**src/rtl/if_fetch_queue_s.sv**
```systemverilog
// Instruction fetch stage: issues sequential reads to a 1-cycle synchronous imem
// and buffers responses in a DEPTH-entry queue with valid/ready output and redirect.
module if_fetch_queue_s #(
  parameter int              XLEN     = 32,
  parameter int              ADDR_W   = 10,
  parameter int              DEPTH    = 4,
  parameter logic [XLEN-1:0] RESET_PC = '0
) (
  input  logic                    clk,
  input  logic                    reset,
  input  logic                    is_flush,
  input  logic [XLEN-1:0]         branch_target,
  output logic                    imem_en,
  output logic [ADDR_W-1:0]       imem_addr,
  input  logic [31:0]             imem_rdata,
  output logic                    out_valid,
  input  logic                    out_ready,
  output logic [XLEN-1:0]         out_pc,
  output logic [31:0]             out_instr,
  output logic [$clog2(DEPTH):0]  occupancy,
  output logic                    misalign
);

  localparam int             PTR_W   = $clog2(DEPTH);
  localparam int             CNT_W   = PTR_W + 1;
  localparam logic [CNT_W:0] DEPTH_C = (CNT_W + 1)'(DEPTH);

  function automatic logic [XLEN-1:0] word_align(input logic [XLEN-1:0] addr);
    return {addr[XLEN-1:2], 2'b00};
  endfunction

  logic [XLEN-1:0]  fetch_pc_p0;
  logic             pend_vld_p1;
  logic [XLEN-1:0]  pend_pc_p1;
  logic [PTR_W-1:0] rd_ptr;
  logic [PTR_W-1:0] wr_ptr;
  logic [CNT_W-1:0] count;
  logic [XLEN-1:0]  pc_q    [DEPTH];
  logic [31:0]      instr_q [DEPTH];
  logic [CNT_W:0]   credit;
  logic             push;
  logic             pop;

  // Credit counts the in-flight read but ignores a same-cycle pop, so a push always has room.
  assign credit    = {1'b0, count} + {{CNT_W{1'b0}}, pend_vld_p1};
  assign imem_en   = reset & ~is_flush & (credit < DEPTH_C);
  assign imem_addr = fetch_pc_p0[ADDR_W+1:2];

  assign push      = pend_vld_p1 & ~is_flush;
  assign out_valid = (count != '0);
  assign pop       = out_valid & out_ready & ~is_flush;
  assign out_pc    = out_valid ? pc_q[rd_ptr]    : '0;
  assign out_instr = out_valid ? instr_q[rd_ptr] : '0;
  assign occupancy = count;

  // p0 -> p1: request issue, response tracking and queue control
  always_ff @(posedge clk or negedge reset) begin
    if (!reset) begin
      fetch_pc_p0 <= RESET_PC;
      pend_vld_p1 <= 1'b0;
      rd_ptr      <= '0;
      wr_ptr      <= '0;
      count       <= '0;
      misalign    <= 1'b0;
    end else begin
      misalign <= is_flush & (|branch_target[1:0]);
      if (is_flush) begin
        fetch_pc_p0 <= word_align(branch_target);
        pend_vld_p1 <= 1'b0;
        rd_ptr      <= '0;
        wr_ptr      <= '0;
        count       <= '0;
      end else begin
        pend_vld_p1 <= imem_en;
        if (imem_en) fetch_pc_p0 <= fetch_pc_p0 + XLEN'(4);
        if (push)    wr_ptr      <= wr_ptr + PTR_W'(1);
        if (pop)     rd_ptr      <= rd_ptr + PTR_W'(1);
        case ({push, pop})
          2'b10:   count <= count + CNT_W'(1);
          2'b01:   count <= count - CNT_W'(1);
          default: count <= count;
        endcase
      end
    end
  end

  // p1 -> queue: request PC and returned instruction captured without reset
  always_ff @(posedge clk) begin
    if (imem_en) pend_pc_p1 <= fetch_pc_p0;
    if (push) begin
      pc_q[wr_ptr]    <= pend_pc_p1;
      instr_q[wr_ptr] <= imem_rdata;
    end
  end

endmodule
```
**config.mk**
```make
export PLATFORM = sky130hd
export DESIGN_NAME = if_fetch_queue_s
export DESIGN_NICKNAME = d
export VERILOG_FILES = /design/src/rtl/if_fetch_queue_s.sv
export SDC_FILE = /design/constraint.sdc
export NUM_CORES = 1
export LEC_CHECK = 0
export BUFFER_PORTS_ARGS = -buffer_cell sky130_fd_sc_hd__buf_2
export CAP_MARGIN = 20
export CORE_ASPECT_RATIO = 1.75
export CORE_MARGIN = 8
export CORE_UTILIZATION = 54
export CTS_BUF_LIST = sky130_fd_sc_hd__clkbuf_8
export DETAILED_ROUTE_END_ITERATION = 10
export PLACE_DENSITY = 0.81
export SYNTH_ARGS = -nofsm -noshare
export SYNTH_HDL_FRONTEND = slang
export SYNTH_SLANG_ARGS = --single-unit
```
**constraint.sdc**
```tcl
create_clock -name clk -period 2.8 [get_ports clk]
set_input_delay 0.14 -clock clk [delete_from_list [all_inputs] [get_ports clk]]
set_output_delay 0.14 -clock clk [all_outputs]
set_load 0.02 [all_outputs]
```
# Word-level counts from Yosys, hierarchy flattened
# Memory sizes are Yosys's and may differ from the RTL's.
# Index checks and enable logic that the tools add are counted.
[word_totals]
reg_bits = 73
ram_bits = 256
input_bits = 68
wordCells = 44
mem_count = 2
[mem_list]
columns = ["name", "words", "width", "rd", "rd_clocked_by_memory_dff", "wr", "line", "source"]
rows = [
  ["instr_q", 4, 32, 1, 0, 1, "39", "logic [31:0] instr_q [DEPTH];"],
  ["pc_q", 4, 32, 1, 0, 1, "38", "logic [XLEN-1:0] pc_q [DEPTH];"],
]
[classes]
add_sub_neg = 6
magnitude_cmp = 1
n_eq_ne = 2
mux = 13
n_bitwise = 7
reduce_logical = 6
[op_table]
columns = ["cell", "count"]
rows = [
  ["$mux W32", 4],
  ["$add A32 B3 Y32 const B", 1],
  ["$mux W2", 4],
  ["$and A1 B1 Y1", 6],
  ["$pmux W3 S2", 1],
  ["$reduce_bool A2 Y1", 3],
  ["$reduce_bool A3 Y1", 2],
  ["$add A2 B1 Y2 const B", 2],
  ["$add A3 B1 Y4", 1],
  ["$lt A4 B3 Y1 const B", 1],
  ["$add A3 B1 Y3 const B", 1],
  ["$mux W1", 3],
  ["$mux W3", 1],
  ["$sub A3 B1 Y3 const B", 1],
  ["$eq A2 B1 Y1 const B", 1],
  ["$eq A2 B2 Y1 const B", 1],
  ["$reduce_or A2 Y1", 1],
  ["$not A1 Y1", 1],
]

# Logic depth before layout (Yosys ltp)
# Gate-level depths: netlist of run 1.
[logic_depth]
ltp_word = 6
mapped_depth = 8
depth_no_buf = 7

# Worst setup path before layout of run 1
# No wires, ideal clock.
[synth_timing]
path_type = "flip-flop to flip-flop"
start = "reg pend_vld_p1"
end = "mem instr_q[0][0] (enable)"
t_arrival_ns = 2.281
path_slack_ns = 0.092
path_stages_with_launch = 4
n_path_buf = 1
synth_period_minus_slack_ns = 2.708
path_cell_list = "dfrtp_1 clkbuf_1 nor2b_1 and2_1"
[synth_between]
elab_chain_len = 3
[synth_lines]
columns = ["element", "line", "source"]
rows = [
  ["start, declared", "33", "logic pend_vld_p1;"],
  ["start signal, assigned", "74", "pend_vld_p1 <= imem_en;"],
  ["$and A1 B1 Y1", "49", "assign push = pend_vld_p1 & ~is_flush;"],
  ["$mux W1", "90", "if (push) begin"],
  ["$mux W1 (not written as such)", "92", "instr_q[wr_ptr] <= imem_rdata;"],
  ["end, declared", "39", ""],
]
# Every way passes these cells.

# Worst setup path in the final report of run 1
[layout_timing]
start = "reg rd_ptr[0]"
end = "out out_instr[6]"
[layout_between]
elab_chain_len = 2
[layout_lines]
columns = ["element", "line", "source"]
rows = [
  ["start, declared", "35", "logic [PTR_W-1:0] rd_ptr;"],
  ["start signal, assigned", "77", "if (pop) rd_ptr <= rd_ptr + PTR_W'(1);"],
  ["$mem_v2 Z4 W32", "--", ""],
  ["$mux W32", "53", "assign out_instr = out_valid ? instr_q[rd_ptr] : '0;"],
  ["end, declared", "19", "output logic [31:0] out_instr,"],
]
# Every way passes these cells.

==> impl_metrics.toml, run 1 <==
[logic_synthesis]
synthesis.instances = 686
syn_area_um2 = 12590
ys_seq_area_frac = 0.7407
synth.top_cell.area_share = 0.6632
synth_common_cells = "edfxtp_1 (278), and2_1 (68), mux4_2 (62)"
yosysMostFrequentCell = "edfxtp_1"
ys_types = 45
synth.avg_cell_area_um2 = 18.35
yosysWarnings = 0
synth_async_sr_flop_share = 0.1230
synth-edff-count = 278
yosys_most_used_dff = "edfxtp_1"
synth_area_leaders = "edfxtp_1 (66%), mux4_2 (11%), dfrtp_1 (7.8%), and2_1 (3.4%), nand3_1 (0.95%)"
synth-seq-cells = 317
yosysTopAreaCell = "edfxtp_1"

[clock_network]
cts-htree-levels = 2
cts.sinks = 317
cts_root_buf = "clkbuf_8"
cts_hold_buf = 66
post_cts_buffers = 0
cts_buffer_depth = 3
cts_tree = "built"
clk-insertion-delay-late_ns = 0.53
numCtsBuffers = 43
postCtsResizedCells = 0
clk_pin_slew_ns = 0.07

[sta]
worstMarginPinSlew_ns = 0.6122
rsz0062_at_grt = "no"
setup_viol = 0
tns_ns = 0
slew_violations = 0
fin_worst_skew_ns = 0.01225
holdWs_ns = 0.04528
final.min_clock_period_ns = 2.615
fin_crit_sh = 0.9339
max_slew_margin = 0.5918
hold_violations = 0
fmax_ghz = 0.3824

[drt]
drtIter0Drc = 389
routed_wl_um = 25470
via_per_inst = 5.589
drtPass1Iterations = 5
ant_nets = 0
vias = 6986
wire_per_inst_um = 20.38
drc = 0

[pwr]
p_per_area_nw_per_um2 = 826.7
peakVddDrop_v = 0.0005208
leakage_uw = 0.005471

[setup_path]
reg2reg_to = "occupancy[2]"
cp_slowest_stage_delay_ns = 0.77
critPathMaxFanout = 25
arrival_ns = 2.47
cp-start-kind = "flip-flop"
cp_top_family = "flip-flops"
critPathBufInv = 2
rr_startpoint = "occupancy[1]"
required_ns = 2.66
criticalPathCategory = "flip-flop to output pin"
regToRegSetupSlack_ns = 0.64
slowest_stage = "dfrtp_4"
cp-end-kind = "output pin"
crit_chain = "buf_4 -> mux4_2 -> and2_1 -> buf_2"
reg2reg_depth = 7

[floorplanning]
dieArea_um2 = 28650
start_util = 0.5438
coreArea_um2 = 23150
io_pins = 148
die_x_um = 131.4
floorplan.die.height_um = 218.0
fp-row-count = 74

[min_path]
worst_hold_path_type = "input port to flip-flop"
hold_start = "out_ready"
hold_path_end = "rd_ptr[1]"
worstHoldPathCells = 4

[global_route]
grt_pass1_vias = 7232
grt_max_degree = 65
grt_first_pass_wirelength_um = 39750
grtUsageTotal = 0.1775
grt_overflow = 0
antenna_found_initial = 0

[layout]
antenna_cells = 0
syn_to_final_growth_pct = 20.55
drive_gt1_frac = 0.3182
nFillCells = 1574
nNetsFinal = 989

[status]
status = "complete, no violations"

[place]
placement.io_buffers = 145
gp_congestion = 0.8291
dp_hpwl_um = 15790

[job]
drv_cap = 0
layout make-up:
cell class | count | area [um2] | area share
Sequential cell | 317 | 9329 | 0.6148
Tap cell | 304 | 380.4 | 0.02507
Timing Repair Buffer | 230 | 1604 | 0.1057
Multi-Input combinational cell | 318 | 3027 | 0.1995
Inverter | 5 | 18.77 | 0.001237
Clock inverter | 30 | 182.7 | 0.01204
Clock buffer | 46 | 633.1 | 0.04172
worst min-delay path: stages:
cell	delay, ns
buf_2	0.12
nand3_1	0.09
xor2_1	0.07
nor2_1	0.10
sequential cells by signal, summed over array words and instances (netlist names):
register,cells
misalign,1
rd_ptr,2
pc_q,120
wr_ptr,2
occupancy,3
fetch_pc_p0,30
pend_pc_p1,30
pend_vld_p1,1
instr_q,128
stage by stage:
step                total power, uW  instances  cell area, um2  worst slack (ns)    util
global placement               9282       1108           13700            0.6886  0.5918
floorplan                      8136        687           12590           0.09247       -
detailed placement             9359       1108           13700            0.6435  0.5918
CTS                           12720       1250           15170           0.07959  0.6556
finish                        12540       1250           15170            0.1851  0.6556
global route                  13140       1250           15170           0.02920  0.6556
power by group:
part / leakage (uW) / internal [uW] / total [uW] / switching, uW
sequential: 0.00300 / 5470 / 5780 / 316
combinational: 0.00199 / 1480 / 3470 / 1990
clock: 0.000477 / 1710 / 3290 / 1580
logic make-up (layout without fill, tap and decap cells):
group | after synthesis | after routing | share of synthesized area
simple gates | 180 | 180 | 0.08021
other cells | 1 | 2 | 0.0002979
xor+xnor | 6 | 6 | 0.004175
buf+inv | 52 | 311 | 0.02008
flops | 317 | 317 | 0.7407
fa+ha+maj | 6 | 6 | 0.006560
compound gates | 58 | 58 | 0.03389
mux | 66 | 66 | 0.1141
layer usage:
layer / wire [um] / track usage
met1: 9407 / 0.1947
met2: 13870 / 0.3245
met3: 1396 / 0.03690
met4: 802 / 0.07965
met5: 0 / 0
cells in the final DEF (no fill, tap or decap), types with 9 or more instances in the layout:
cell	instances
nand2_1	29
edfxtp_1	278
o211ai_1	9
mux4_2	62
dfrtp_1	37
nand4_1	9
o21ai_0	14
nand3_1	24
and2_1	64
inv_1	19
buf_2	145
buf_4	13
clkbuf_8	46
nor2_1	18
dlygate4sd3_1	66
how the worst max path moves through the flow:
stage / from / endpoint / slack (ns) / cells past startpoint
final: rd_ptr[0] / out_instr[6] / 0.19 / 4
after global routing: rd_ptr[0] / out_instr[6] / 0.03 / 4
after CTS: rd_ptr[0] / out_instr[9] / 0.08 / 4
after detailed placement: occupancy[1] / occupancy[2] / 0.64 / 7
after global placement: rd_ptr[0] / out_instr[9] / 0.69 / 4
after floorplan: pend_vld_p1 / instr_q[0][0] / 0.09 / 3
Power figures use the tool's default switching activity.
==> run 2: changes to the inputs <==
--- a/config.mk
+++ b/config.mk
@@ -9,10 +9,10 @@
 export CAP_MARGIN = 20
 export CORE_ASPECT_RATIO = 1.75
 export CORE_MARGIN = 8
-export CORE_UTILIZATION = 54
-export CTS_BUF_LIST = sky130_fd_sc_hd__clkbuf_8
+export CORE_UTILIZATION = 52
+export CTS_BUF_LIST = sky130_fd_sc_hd__clkbuf_16
 export DETAILED_ROUTE_END_ITERATION = 10
-export PLACE_DENSITY = 0.81
+export PLACE_DENSITY = 0.78
 export SYNTH_ARGS = -nofsm -noshare
 export SYNTH_HDL_FRONTEND = slang
 export SYNTH_SLANG_ARGS = --single-unit
==> impl_metrics.toml, run 2 (synthesis gave the netlist of run 1 again) <==
[setup_path]
critPathMaxFanout = 28
arrival_ns = 2.42
criticalPathCategory = "flip-flop to output pin"
reg2reg_to = "rd_ptr[1]"
required_ns = 2.66
endpoint = "out_instr[22]"
cp-start-kind = "flip-flop"
regToRegSetupSlack_ns = 0.47
reg2reg_depth = 6
rr_startpoint = "occupancy[1]"
cp-end-kind = "output pin"
crit_start = "rd_ptr[0]"

[drt]
ant_nets = 0
drtPass1Iterations = 5
via_per_inst = 5.565
drtIter0Drc = 426
drc = 0
vias = 6862
wire_per_inst_um = 20.65
routed_wl_um = 25470

[place]
dpl_cell_area_um2 = 13730
placement.io_buffers = 145
gp_congestion = 0.8188
dp_hpwl_um = 15620

[floorplanning]
floorplan.die.height_um = 221.8
coreArea_um2 = 23930
dieArea_um2 = 29640
die_x_um = 133.6
io_pins = 148
fp-row-count = 75
start_util = 0.5261

[layout]
syn_to_final_growth_pct = 22.07
top_register = "instr_q"
top_regs = "instr_q x128, pc_q x120"
nFillCells = 1633
final_common_cell = "edfxtp_1"
fin_area_um2 = 15370
nNetsFinal = 975
final_cell_mix = "edfxtp_1 (278), buf_2 (145), dlygate4sd3_1 (67)"
largest_reg_flops = 128
drive_gt1_frac = 0.3077

[global_route]
grt-busiest-layer = "met2"
grtUsageTotal = 0.1755
grt_overflow = 0
grtUsageMet1 = 0.2044
grt_max_degree = 65
grt_use_met3 = 0.02700
antenna_found_initial = 2
grt_first_pass_wirelength_um = 40780
grtUsageMet2 = 0.3155
grt_pass1_vias = 7420

[sta]
max_slew_margin = 0.5885
hold_violations = 0
setup_viol = 0
fin_worst_skew_ns = 0.01904
slew_violations = 0
fin_crit_sh = 0.9133
fmax_ghz = 0.3910
tns_ns = 0
worstMarginPinSlew_ns = 0.6116
final.min_clock_period_ns = 2.557
holdWs_ns = 0.06983
rsz0062_at_grt = "no"

[pwr]
leakage_uw = 0.005490
switchingPower_uw = 3926
p_clk_frac = 0.298
peakVddDrop_v = 0.0006469
pwr-share-seq = 0.433
p_per_area_nw_per_um2 = 856.3
p_comb_frac = 0.269
p_sw_frac = 0.2984
p_int_uw = 9232

[clock_network]
cts_root_buf = "clkbuf_16"
numCtsBuffers = 28
postCtsResizedCells = 0
cts-htree-levels = 1
cts.sinks = 317
cts_tree = "built"
cts_buffer_depth = 3
post_cts_buffers = 0
clk-insertion-delay-late_ns = 0.55
clk_pin_slew_ns = 0.07

[status]
status = "complete, no violations"

[min_path]
worst_hold_path_type = "input port to flip-flop"

[job]
drv_cap = 0
[run 2: metal layers]
metal  up-vias  routed length, um
li1       3133                  -
met2       266              13830
met4         0                768
met1      3419               9502
met5         -                  0
met3        44               1369
[run 2: worst min-delay path by stage]
stage | startpoint | slack (ns) | depth (start not counted) | to
floorplan | reset | -0.16 | 0 | fetch_pc_p0[10]
global placement | reset | 0.34 | 2 | fetch_pc_p0[21]
detailed placement | reset | 0.32 | 2 | fetch_pc_p0[21]
CTS | out_ready | 0.05 | 4 | rd_ptr[0]
global route | out_ready | 0.13 | 4 | rd_ptr[0]
finish | out_ready | 0.07 | 4 | rd_ptr[0]
[run 2: what timing repair did]
| item | 4_1_cts | 5_1_grt |
|---|---|---|
| hold buffers | 67 | 0 |
| setup endpoints to repair | 0 | 0 |
| hold endpoints to repair | 203 | 0 |
[run 2: area by class of cell]
class | count | area (um2) | share of cell area
sequential | 317 | 9329 | 0.6071
clock buffer | 28 | 700.7 | 0.04560
timing repair buffer | 231 | 1639 | 0.1067
antenna | 2 | 5.005 | 0.0003257
clock inverter | 24 | 261.5 | 0.01702
inverter | 5 | 18.77 | 0.001221
tap | 308 | 385.4 | 0.02508
multi-input combinational | 318 | 3027 | 0.1970
[run 2: critical path: stages (launching register included)]
cell     delay, ns
dfrtp_4       0.43
buf_4         0.47
mux4_2        0.61
and2_1        0.18
buf_2         0.15
[run 2: stage by stage]
| step | utilization | cells | setup WS (ns) | total power [uW] |
|---|---|---|---|---|
| 6_report | 0.6421 | 1233 | 0.2428 | 13160 |
| 5_1_grt | 0.6421 | 1233 | 0.1318 | 13710 |
| 4_1_cts | 0.6419 | 1231 | 0.1611 | 13340 |
| 3_5_place_dp | 0.5737 | 1112 | 0.6960 | 9324 |
| 3_3_place_gp | 0.5737 | 1112 | 0.7362 | 9274 |
| 2_1_floorplan | - | 687 | 0.09247 | 8136 |
[run 2: power by group through the flow]
stage               clock (uW)  sequential [uW]  combinational, uW
floorplan                    0             5720               2410
global placement             0             5780               3500
detailed placement           0             5800               3530
CTS                       4010             5700               3630
global route              4160             5740               3810
finish                    3920             5700               3530
